File: src/rtl/vector_writeback_unit.sv
// vector_writeback_unit: merges ALU and load results into an ordered FIFO
// and drives the vector register file's single write port, one write per
// cycle. Also exports a per-register pending-write mask for issue stalls.
//
// Handshake: a producer's result is accepted on a rising edge exactly when
// its valid and ready are both 1 on that edge. Ready never depends on data or
// hold, and valid must not depend on ready. At most one source is accepted
// per edge. When both sources are valid, the round-robin bit picks which one
// sees ready.
module vector_writeback_unit #(
  parameter int DATA_W = 32,
  parameter int ADDR_W = 3,
  parameter int DEPTH  = 4,
  localparam int CNT_W = $clog2(DEPTH + 1),
  localparam int PTR_W = $clog2(DEPTH),
  localparam int NREG  = 2 ** ADDR_W
) (
  input  logic              clk,
  input  logic              rst,
  input  logic              alu_valid,
  output logic              alu_ready,
  input  logic [ADDR_W-1:0] alu_addr,
  input  logic [DATA_W-1:0] alu_data,
  input  logic              ld_valid,
  output logic              ld_ready,
  input  logic [ADDR_W-1:0] ld_addr,
  input  logic [DATA_W-1:0] ld_data,
  input  logic              hold,
  output logic              wb_en,
  output logic [ADDR_W-1:0] wb_addr,
  output logic [DATA_W-1:0] wb_data,
  output logic [NREG-1:0]   pending,
  output logic [CNT_W-1:0]  count
);

  // FIFO storage; contents need no reset because occupancy qualifies them
  logic [ADDR_W-1:0] mem_addr [DEPTH];
  logic [DATA_W-1:0] mem_data [DEPTH];

  logic [PTR_W-1:0]  wr_ptr;
  logic [PTR_W-1:0]  rd_ptr;
  logic [CNT_W-1:0]  occ;
  logic              rr;           // 0: ALU favoured, 1: load favoured

  logic              space;
  logic              both_valid;
  logic              alu_take;
  logic              ld_take;
  logic              push;
  logic              pop;
  logic [ADDR_W-1:0] push_addr;
  logic [DATA_W-1:0] push_data;

  // Space uses registered occupancy only, so a full FIFO never pops through
  assign space      = (occ < CNT_W'(DEPTH));
  assign both_valid = alu_valid & ld_valid;

  // Ready: blocked in reset; under contention only the favoured side sees it
  assign alu_ready = ~rst & space & (~both_valid | ~rr);
  assign ld_ready  = ~rst & space & (~both_valid |  rr);

  assign alu_take  = alu_valid & alu_ready;
  assign ld_take   = ld_valid  & ld_ready;
  assign push      = alu_take | ld_take;
  assign pop       = ~rst & (occ != '0) & ~hold;

  // Select the accepted source's payload
  always_comb begin
    push_addr = alu_addr;
    push_data = alu_data;
    if (ld_take) begin
      push_addr = ld_addr;
      push_data = ld_data;
    end
  end

  // Write accepted entries into the FIFO slot at the write pointer
  always_ff @(posedge clk) begin
    if (push) begin
      mem_addr[wr_ptr] <= push_addr;
      mem_data[wr_ptr] <= push_data;
    end
  end

  // Pointers, occupancy, arbitration state and the registered write port
  always_ff @(posedge clk) begin
    if (rst) begin
      wr_ptr  <= '0;
      rd_ptr  <= '0;
      occ     <= '0;
      rr      <= 1'b0;
      wb_en   <= 1'b0;
      wb_addr <= '0;
      wb_data <= '0;
    end else begin
      if (push) begin
        wr_ptr <= wr_ptr + PTR_W'(1);
      end
      if (pop) begin
        rd_ptr  <= rd_ptr + PTR_W'(1);
        wb_addr <= mem_addr[rd_ptr];
        wb_data <= mem_data[rd_ptr];
      end
      wb_en <= pop;
      case ({push, pop})
        2'b10:   occ <= occ + CNT_W'(1);
        2'b01:   occ <= occ - CNT_W'(1);
        default: occ <= occ;
      endcase
      if (both_valid && push) begin
        rr <= ~rr;
      end
    end
  end

  // Pending mask: every occupied slot plus the entry currently on the port
  logic [PTR_W-1:0] slot_off;
  logic [NREG-1:0]  pend;
  always_comb begin
    pend     = '0;
    slot_off = '0;
    for (int j = 0; j < DEPTH; j++) begin
      // Distance from the head, modulo DEPTH; slot is live if within occupancy
      slot_off = PTR_W'(j) - rd_ptr;
      if (CNT_W'(slot_off) < occ) begin
        pend[mem_addr[j]] = 1'b1;
      end
    end
    if (wb_en) begin
      pend[wb_addr] = 1'b1;
    end
  end

  assign pending = pend;
  assign count   = occ;

endmodule

File: config.mk
export PLATFORM = sky130hd
export DESIGN_NAME = vector_writeback_unit
export DESIGN_NICKNAME = d
export VERILOG_FILES = /design/src/rtl/vector_writeback_unit.sv
export SDC_FILE = /design/constraint.sdc
export NUM_CORES = 1
export LEC_CHECK = 0
export CAP_MARGIN = 20
export CORE_UTILIZATION = 57
export CTS_CLUSTER_DIAMETER = 50
export DETAILED_ROUTE_END_ITERATION = 8
export DONT_BUFFER_PORTS = 1
export PLACE_DENSITY_LB_ADDON = 0.12
export SLEW_MARGIN = 20
export SYNTH_ARGS = -nofsm -noshare
export SYNTH_HDL_FRONTEND = slang
export SYNTH_SLANG_ARGS = --single-unit
File: constraint.sdc
create_clock -name clk -period 2.8 [get_ports clk]
set_input_delay 0.42 -clock clk [delete_from_list [all_inputs] [get_ports clk]]
set_output_delay 0.42 -clock clk [all_outputs]
set_load 0.02 [all_outputs]
==> metrics.cfg, run 1 <==
[run_status]
status = complete, no violations

[clocking]
cts_buffers = 17
ctsHtreeMaxLevel = 4
clock_latency_ps = 420
holdBufCountCts = 0
cts.reportedPaths.clkPinSlew_ps = 60
postCtsSetupBuffers = 0
clock_sinks = 184
clockBufferDepth = 2
cts_tree = yes
ctsRootBufferMaster = clkbuf_16

[power]
internal_power_mw = 4.96
pwr-share-clk_pct = 35.1
swShare_pct = 25.6
power_frac_seq_pct = 51.4
switchingPower_mw = 1.71
irDropWorstVdd_mv = 0.503
powerDensity_mw_per_mm2 = 769
combPwrFrac_pct = 13.5
p_leak_nw = 2.77

[critical_path]
crit_type = register to primary output
crit_required_ps = 2380
cp_max_fo = 7
crit_family = compound AO/OA/AOI/OAI gates
endpoint_kind = primary output
crit_path_start_kind = register
critPathMaxStageDelay_ps = 460
cp.arrival_ps = 2240
cp_cell_sequence = inv_1 > ha_1 > nor2b_1 > a311oi_2 > a32oi_1 > o311ai_1 > buf_4
path_buf_inv = 2
crit_slowest_cell = a311oi_2

[timing]
setup_viol = 0
rsz0062_at_grt = false
fin_crit_sh_pct = 94.8
fmax_mhz = 377
fin_tns_setup_ps = 0
slew_headroom_pct = 48.9
worst_pin_slew_ps = 766
hold_violations = 0
finalCriticalPeriod_ps = 2660
slew_viol_final = 0
clock_skew_ps = 11.3

[grt]
grt_antenna_before_repair = 0
grt_max_degree = 74
track_usage_pct = 23.0
overflow = 0
grt_pass1_vias = 4419
grt_pass1_wl_um = 24000

[die]
die_w_um = 119
row_count = 42
start_util_pct = 58.7
core-area_mm2 = 0.0133
ios = 124
die_h_um = 119
dieArea_mm2 = 0.0142

[yosys]
syn-cell-area_mm2 = 0.00780
synth-edff-count = 140
async_flop_share_pct = 0
avgSynthCellArea_um2 = 15.1
yosysWarnings = 0
synth_top_area_share_pct = 53.9
synth_cell_types = 46
synth_nets = 602
ys_ff_latch = 184
ys_top_cells_by_area = edfxtp_1, dfxtp_1, mux4_2, mux2_2, nand2b_1
yosys.area.top_type = edfxtp_1
syn_inst = 517
synth-seq-area-share_pct = 65.2
synth_flop_cell = edfxtp_1

[run]
cap_viol_max_count = 0

[finish]
stdcell_count = 711
n_fill_cell = 936
final_nets = 608
final_cell_mix = edfxtp_1, nand2_1, dfxtp_1, nand2b_1, o21ai_0
area_growth_pct = 11.2
drive_above_1_share_pct = 24.3
final_common_cell = edfxtp_1
multi_input_area_mm2 = 0.00258
diodes = 0
regArea_mm2 = 0.00509

[placed_design]
dp_cells = 679
port-buffer-count = 0
gp_congestion = 0.893
dp_hpwl_um = 9570

[route]
initialDrtViolationCount = 286
num_vias = 4318
vias_per_cell = 6.07
routed_wl_um = 15300
ant_nets = 0
first_pass_iters = 4
routedWlPerCell_um = 21.5
drc = 0

[min_path]
hold_class = primary input to register

[sequential cells by signal (all words and copies together), names as in the netlist]
register and count:
mem_data 128, rd_ptr 2, wb_addr 3, wb_data 32
wr_ptr 2, rr 1, wb_en 1, mem_addr 12
count 3
[path summary, 6_finish.rpt]
| path | startpoint | end | slack, ps | cells past startpoint |
|---|---|---|---|---|
| worst min-delay path | rst | count[2] | 70 | 1 |
| worst min register to register | rr | rr | 540 | 2 |
| worst max register to register | count[2] | count[2] | 460 | 8 |
| worst max-delay path | count[1] | pending[2] | 140 | 7 |
[power groups by stage]
stage	Combinational [mW]	Sequential, mW	Clock, mW
CTS	0.900	3.43	2.38
detailed placement	0.893	3.48	0
floorplan	0.682	3.44	0
finish	0.899	3.43	2.34
global route	0.993	3.45	2.48
global placement	0.875	3.47	0
[synth_stat cells (2+ instances only)]
library cell  instances
nor3_1                2
mux2_2               35
ha_1                  9
xnor2_1               3
clkbuf_1              7
dfxtp_1              44
nor2b_1               8
o21a_1                2
a22oi_1               2
o211ai_1              3
a221oi_1              2
o311ai_1              2
edfxtp_1            140
and2_1                6
nand2_1              42
mux4_2               35
o2111ai_1             2
nand2b_1             39
nor2_1               15
inv_1                10
buf_2                13
or3_1                 2
a311oi_1              3
o21ai_0              40
clkbuf_2              2
nand4_1               4
nand3_1               9
a31oi_1               3
buf_4                 4
a21oi_1               9
xor2_1                2
a32oi_1               2
a311oi_2              3
[stage by stage]
| stage | area, µm² | total power [mW] | hold WS [ps] | utilization [%] | setup slack [ps] |
|---|---|---|---|---|---|
| after floorplan | 7800 | 4.13 | 480 | - | 251 |
| after global placement | 8040 | 4.35 | 489 | 60.5 | 474 |
| after detailed placement | 8040 | 4.38 | 494 | 60.5 | 443 |
| after CTS | 8630 | 6.71 | 43.7 | 64.9 | -1.88 |
| after global routing | 8670 | 6.93 | 47.7 | 65.2 | 24.9 |
| final | 8670 | 6.67 | 68.2 | 65.2 | 145 |
[cell type report]
cell class / instances / share of cell area, %
well taps: 176 / 2.54
flip-flops and latches: 184 / 58.7
inverters: 11 / 0.476
repair buffers: 14 / 1.79
clock buffers: 22 / 5.47
clock inverters: 9 / 1.33
multi-input cells: 295 / 29.7
[per-layer routing]
layer	vias to the layer above	GRT usage [%]	wire length, µm
met5	-	0	0
met4	0	6.65	157
met3	11	5.94	751
met2	116	39.4	7750
met1	2210	28.8	6650
li1	1981	-	-
[timing repair]
item / 4_1_cts / 5_1_grt
pin swaps: 0 / 1
endpoints found under the setup margin: 1 / 8
gates resized for setup: 0 / 6
[logic make-up after synthesis]
logic type	after synthesis	share of synthesized area (%)
XOR/XNOR	5	0.562
AND/OR/NAND/NOR	132	8.71
buffers and inverters	38	2.26
multiplexers	70	15.2
AO/OA/AOI/OAI	78	6.40
adder cells (fa/ha/maj)	10	1.70
flip-flops	184	65.2
No activity file was read; power rests on OpenSTA's default activity.
==> run 2: changes to the inputs <==
==> constraint.sdc (replaced) <==
create_clock -name clk -period 2.3 [get_ports clk]
set_input_delay 0.345 -clock clk [delete_from_list [all_inputs] [get_ports clk]]
set_output_delay 0.345 -clock clk [all_outputs]
set_load 0.02 [all_outputs]
==> metrics.cfg, run 2 (synthesized netlist as in run 1, its figures left out) <==
[timing]
hold_violations = 0  ; unchanged
whs_ps = 32.2  ; -36.1 ps
worst_pin_slew_ps = 698  ; -67.9 ps
setup_viol = 6  ; +6
fin_ws_ps = -84.9  ; -230 ps
clock_skew_ps = 13.8  ; +2.50 ps
slew_headroom_pct = 53.5  ; +4.5 points
finalCriticalPeriod_ps = 2380
fin_crit_sh_pct = 104
fmax_mhz = 419
slew_viol_final = 0  ; unchanged
rsz0062_at_grt = true

[run]
cap_viol_max_count = 0  ; unchanged

[placed_design]
gp_congestion = 0.875  ; -2.0%
port-buffer-count = 0  ; unchanged
pre_cts_ws_ps = 170  ; -273 ps
dp_cells = 687  ; +1.2%
dp_hpwl_um = 9450  ; -1.3%

[die]
dieArea_mm2 = 0.0142  ; unchanged
die_h_um = 119  ; unchanged
ios = 124  ; unchanged
row_count = 42  ; unchanged
die_w_um = 119  ; unchanged
core-area_mm2 = 0.0133  ; unchanged
start_util_pct = 58.7  ; unchanged

[run_status]
status = complete, but fails checks
violations = setup timing

[grt]
grt_pass1_wl_um = 23900  ; -0.58%
grt_pass1_vias = 4330  ; -2.0%
overflow = 0  ; unchanged
grt_antenna_before_repair = 0  ; unchanged
track_usage_pct = 22.8  ; -0.15 points
grt_max_degree = 74  ; unchanged

[route]
ant_nets = 0  ; unchanged
drc = 0  ; unchanged
routed_wl_um = 15100  ; -1.2%
num_vias = 4316  ; -0.046%
routedWlPerCell_um = 20.9  ; -3.1%
vias_per_cell = 5.95  ; -2.0%
first_pass_iters = 4  ; unchanged
initialDrtViolationCount = 330  ; +15%

[finish]
diodes = 0  ; unchanged
n_fill_cell = 941  ; +0.53%
stdcell_count = 725  ; +2.0%
final_common_cell = edfxtp_1
multi_input_area_mm2 = 0.00268  ; +4.1%
area_growth_pct = 14.2
regArea_mm2 = 0.00510  ; +0.27%
reg.largest.list = mem_data x128, wb_data x32, mem_addr x12
largest_register_ffs = 128  ; unchanged
final_nets = 621  ; +2.1%
drive_above_1_share_pct = 29.7  ; +5.4 points
final_cell_mix = edfxtp_1, nand2_1, o21ai_0, dfxtp_1, nand2b_1
largest_register = mem_data

[min_path]
hold_start = rst
hold_class = primary input to register

[clocking]
clockBufferDepth = 2  ; unchanged
cts_buffers = 17  ; unchanged
cts.reportedPaths.clkPinSlew_ps = 70  ; about the same
cts_tree = yes
clock_sinks = 184  ; unchanged
ctsRootBufferMaster = clkbuf_16
ctsHtreeMaxLevel = 4  ; unchanged
clock_latency_ps = 420  ; about the same

[power]
switchingPower_mw = 2.17  ; +27%
p_leak_nw = 2.87  ; +3.8%
power_frac_seq_pct = 50.5  ; -0.9 points
pwr-share-clk_pct = 34.6  ; -0.5 points
combPwrFrac_pct = 14.9  ; +1.4 points
finalPower_mw = 8.25  ; +24%
swShare_pct = 26.3  ; +0.70 points
irDropWorstVdd_mv = 0.560  ; +11%
powerDensity_mw_per_mm2 = 926  ; +20%
internal_power_mw = 6.08  ; +23%

[critical_path]
r2r-start = count[2]
crit_path_start_kind = register
crit_type = register to primary output
cp.arrival_ps = 2040  ; -200 ps
cp_max_fo = 6  ; -1
crit_required_ps = 1960  ; -420 ps
endpoint_kind = primary output
startpoint = rd_ptr[0]

[run 2: path summary, 6_finish.rpt]
path | end | slack (ps) | cells past startpoint
max | pending[2] | -80 | 7
min | wr_ptr[1] | 30 | 1
max reg2reg | count[2] | 130 | 8
min reg2reg | rr | 540 | 2
[run 2: stage by stage]
step / area (µm²) / TNS, ps / util (%)
6_report: 8910 / -298 / 67.0
5_1_grt: 8910 / -955 / 67.0
4_1_cts: 8880 / -554 / 66.8
3_5_place_dp: 8160 / 0 / 61.4
3_3_place_gp: 8160 / 0 / 61.4
2_1_floorplan: 7850 / 0 / -
[run 2: cell type report]
cell class / instances / share of cell area, %
inverter: 11 / 0.520
clock buffer: 19 / 4.97
multi-input combinational: 295 / 30.1
timing repair buffer: 27 / 3.08
sequential: 184 / 57.3
tap: 176 / 2.47
clock inverter: 13 / 1.60
[run 2: power by group through the flow]
| stage | logic [mW] | clock network [mW] | registers (mW) |
|---|---|---|---|
| after global routing | 1.35 | 3.03 | 4.19 |
| after detailed placement | 1.15 | 0 | 4.24 |
| after CTS | 1.22 | 2.90 | 4.17 |
| final | 1.23 | 2.86 | 4.17 |
| after global placement | 1.13 | 0 | 4.22 |
| after floorplan | 0.848 | 0 | 4.20 |
[run 2: worst max-delay path, stage by stage, from the launching register on]
cell	delay (ps)
dfxtp_4	370
xnor2_2	150
ha_1	210
nor2b_2	170
a311oi_4	290
a32oi_2	160
o311ai_2	80
buf_4	180
[run 2: per-layer routing]
layer	share of wire, %	vias up	track usage (%)
li1	-	2018	-
met1	44	2163	31.1
met2	49	123	36.8
met3	5.2	12	4.55
met4	1.2	0	8.15
met5	0	-	0
[run 2: what timing repair did]
item                                   CTS  global route
resized for setup                       15             9
endpoints found under the hold margin    7             0
pin swaps                               10             4
buffers inserted                         4             0
hold buffers                             2             0
setup endpoints to repair                8             8
==> run 3: changes to the inputs <==
--- a/config.mk
+++ b/config.mk
@@ -5,12 +5,15 @@
 export SDC_FILE = /design/constraint.sdc
 export NUM_CORES = 1
 export LEC_CHECK = 0
+export ABC_AREA = 1
 export CAP_MARGIN = 20
 export CORE_UTILIZATION = 57
 export CTS_CLUSTER_DIAMETER = 50
 export DETAILED_ROUTE_END_ITERATION = 8
 export DONT_BUFFER_PORTS = 1
 export PLACE_DENSITY_LB_ADDON = 0.12
+export REMOVE_ABC_BUFFERS = 1
+export SKIP_LAST_GASP = 1
 export SLEW_MARGIN = 20
 export SYNTH_ARGS = -nofsm -noshare
 export SYNTH_HDL_FRONTEND = slang
==> metrics.cfg, run 3 <==
[run_status]
status = complete, but fails checks
violations = setup timing

[timing]
fin_crit_sh_pct = 104  ; about the same
finalCriticalPeriod_ps = 2390  ; +1.61 ps
fmax_mhz = 419  ; about the same
fin_ws_ps = -86.5  ; -1.61 ps
rsz0062_at_grt = true
slew_viol_final = 0  ; unchanged
slew_headroom_pct = 51.1  ; -2.3 points
clock_skew_ps = 16.6  ; +2.83 ps
hold_violations = 0  ; unchanged
setup_viol = 8  ; +2
worst_pin_slew_ps = 731  ; +32.6 ps

[grt]
grt_pass1_wl_um = 28500  ; +20%
grt_pass1_vias = 5613  ; +30%
overflow = 0  ; unchanged
track_usage_pct = 26.9  ; +4.0 points
grt_max_degree = 42  ; -43%
grt_antenna_before_repair = 0  ; unchanged

[power]
powerDensity_mw_per_mm2 = 898  ; -3.1%
irDropWorstVdd_mv = 0.549  ; -1.9%
switchingPower_mw = 2.25  ; +3.7%
pwr-share-clk_pct = 37.7  ; +3.1 points
finalPower_mw = 8.15  ; -1.2%
power_frac_seq_pct = 49.0  ; -1.5 points
swShare_pct = 27.6  ; +1.3 points
combPwrFrac_pct = 13.3  ; -1.6 points
p_leak_nw = 3.62  ; +26%
internal_power_mw = 5.90  ; -3.0%

[route]
vias_per_cell = 5.75  ; -3.5%
drc = 0  ; unchanged
routedWlPerCell_um = 18.2  ; -13%
num_vias = 5827  ; +35%
first_pass_iters = 5  ; +1
routed_wl_um = 18400  ; +22%
ant_nets = 0  ; unchanged
initialDrtViolationCount = 403  ; +22%

[placed_design]
port-buffer-count = 0  ; unchanged
dp_cells = 975  ; +42%
gp_congestion = 0.864  ; -1.3%
pre_cts_ws_ps = 207  ; +36.8 ps
dp_hpwl_um = 11200  ; +19%
placed_area_mm2 = 0.00818  ; +0.29%

[clocking]
cts_buffers = 17  ; unchanged
ctsRootBufferMaster = clkbuf_16
clock_latency_ps = 430  ; about the same
clockBufferDepth = 2  ; unchanged
ctsHtreeMaxLevel = 4  ; unchanged
cts.reportedPaths.clkPinSlew_ps = 70  ; about the same
cts_tree = yes
clock_sinks = 184  ; unchanged

[critical_path]
path_buf_inv = 2  ; +1
crit_path_start_kind = register
crit_type = register to primary output
critPathMaxStageDelay_ps = 360  ; about the same
crit_slowest_cell = dfxtp_4
crit_required_ps = 1960  ; about the same
cp_max_fo = 6  ; unchanged
cp.arrival_ps = 2040  ; about the same
endpoint_kind = primary output
cp_cell_sequence = buf_6 > nor2_4 > nor2_4 > ha_1 > inv_1 > nor2_2 > nand2_4 > nand4_1 > nand2_1 > nor2_2 > nand2_2
crit_family = simple AND/OR/NAND/NOR gates

[finish]
final_area_mm2 = 0.00908  ; +1.9%
largest_register = mem_data
n_fill_cell = 1029  ; +9.4%
final_cell_mix = nand2_1, edfxtp_1, nand3_1, nand4_1, dfxtp_1
stdcell_count = 1014  ; +40%
final_util_pct = 68.0  ; +1.0 points
area_growth_pct = 15.7
drive_above_1_share_pct = 14.1  ; -16 points
diodes = 0  ; unchanged
largest_register_ffs = 128  ; unchanged
reg.largest.list = mem_data x128, wb_data x32, mem_addr x12
final_common_cell = nand2_1
final_nets = 910  ; +47%

[yosys]
syn-cell-area_mm2 = 0.00785  ; +0.66%
synth-edff-count = 140  ; unchanged
yosys-top-cells-count = nand2_1, edfxtp_1, nand3_1, nand4_1
synth_flop_cell = edfxtp_1
ys_top_cells_by_area = edfxtp_1, nand2_1, dfxtp_1, nand3_1, nand4_1
yosysMostFrequentCell = nand2_1
ys_ff_latch = 184  ; unchanged
synth-seq-area-share_pct = 64.8  ; -0.43 points
async_flop_share_pct = 0  ; unchanged
yosys.area.top_type = edfxtp_1
synth_top_area_share_pct = 53.6  ; -0.35 points
syn_inst = 812  ; +57%
avgSynthCellArea_um2 = 9.67  ; -36%
yosysWarnings = 0  ; unchanged
synth_cell_types = 20  ; -57%

[die]
die_w_um = 119  ; +0.32%
dieArea_mm2 = 0.0142  ; +0.65%
ios = 124  ; unchanged
die_h_um = 119  ; +0.32%
start_util_pct = 58.8  ; +0.15 points
core-area_mm2 = 0.0133  ; +0.39%
row_count = 42  ; unchanged

[min_path]
hold_class = primary input to register

[run]
cap_viol_max_count = 0  ; unchanged

==> run 3: cell count changes after synthesis, moves of 6 or more <==
| cell | change |
|---|---|
| nand2b_1 | -39 |
| and2_1 | -6 |
| buf_2 | +6 |
| clkbuf_1 | +7 |
| nor2_1 | +29 |
| mux2_2 | -35 |
| nand3_1 | +80 |
| o21ai_0 | -29 |
| mux4_2 | -35 |
| nand4_1 | +44 |
| nand2_1 | +291 |
| nor2b_1 | -8 |
| inv_1 | +32 |
==> run 3: cell families after synthesis <==
| group | count (synthesis) | share of synthesized area, % |
|---|---|---|
| buffers and inverters | 78 | 4.08 |
| AO/OA/AOI/OAI | 21 | 1.53 |
| adder cells (fa/ha/maj) | 10 | 1.69 |
| flip-flops | 184 | 64.8 |
| AND/OR/NAND/NOR | 519 | 27.9 |
==> run 3: worst paths after layout <==
| kind | slack (ps) | cells after the start | from | endpoint |
|---|---|---|---|---|
| worst max-delay path | -90 | 11 | rd_ptr[0] | pending[7] |
| worst min register to register | 480 | 2 | rr | rr |
| worst min-delay path | 150 | 3 | rst | rr |
| worst max register to register | 110 | 11 | count[2] | count[2] |
==> run 3: cell type report <==
cell class                      count  area, µm²  area share [%]
Clock buffer                       17        425            4.69
Clock inverter                     15        214            2.36
Sequential cell                   184       5090            56.1
Timing Repair Buffer               28        279            3.07
Tap cell                          176        220            2.43
Multi-Input combinational cell    550       2680            29.5
Inverter                           44        170            1.87
==> run 3: stage by stage <==
stage               setup TNS (ps)  hold WS [ps]
floorplan                   -55630           414
global placement                 0           418
detailed placement               0           419
CTS                           -437           135
global route                 -1240           147
finish                        -421           153
==> run 3: layer usage <==
metal  GRT usage [%]  routed length [µm]  vias to the layer above
li1                -                   -                     2772
met1            34.7                7810                     2810
met2            45.0                9140                      221
met3            5.03                1160                       24
met4            10.5                 307                        0
met5               0                   0                        -
==> run 3: what timing repair did <==
item                                    4_1_cts  5_1_grt
endpoints found under the hold margin         2        0
pin swaps                                    13       21
hold buffers                                  1        0
resized for setup                            31       31
buffers inserted                              4        2
endpoints found under the setup margin        8        8
==> run 3: tightest hold or removal path, cell delays in order <==
cell	delay (ps)
nor2_2	40
nand3_1	80
a21oi_1	60
==> run 3: power by group through the flow <==
stage                     Clock [mW]  Sequential (mW)  Combinational (mW)
after floorplan                    0             4.05               0.634
after global placement             0             4.06               0.930
after global routing            3.25             4.01                1.19
after CTS                       3.11             3.99                1.01
final                           3.07             4.00                1.08
after detailed placement           0             4.07               0.955
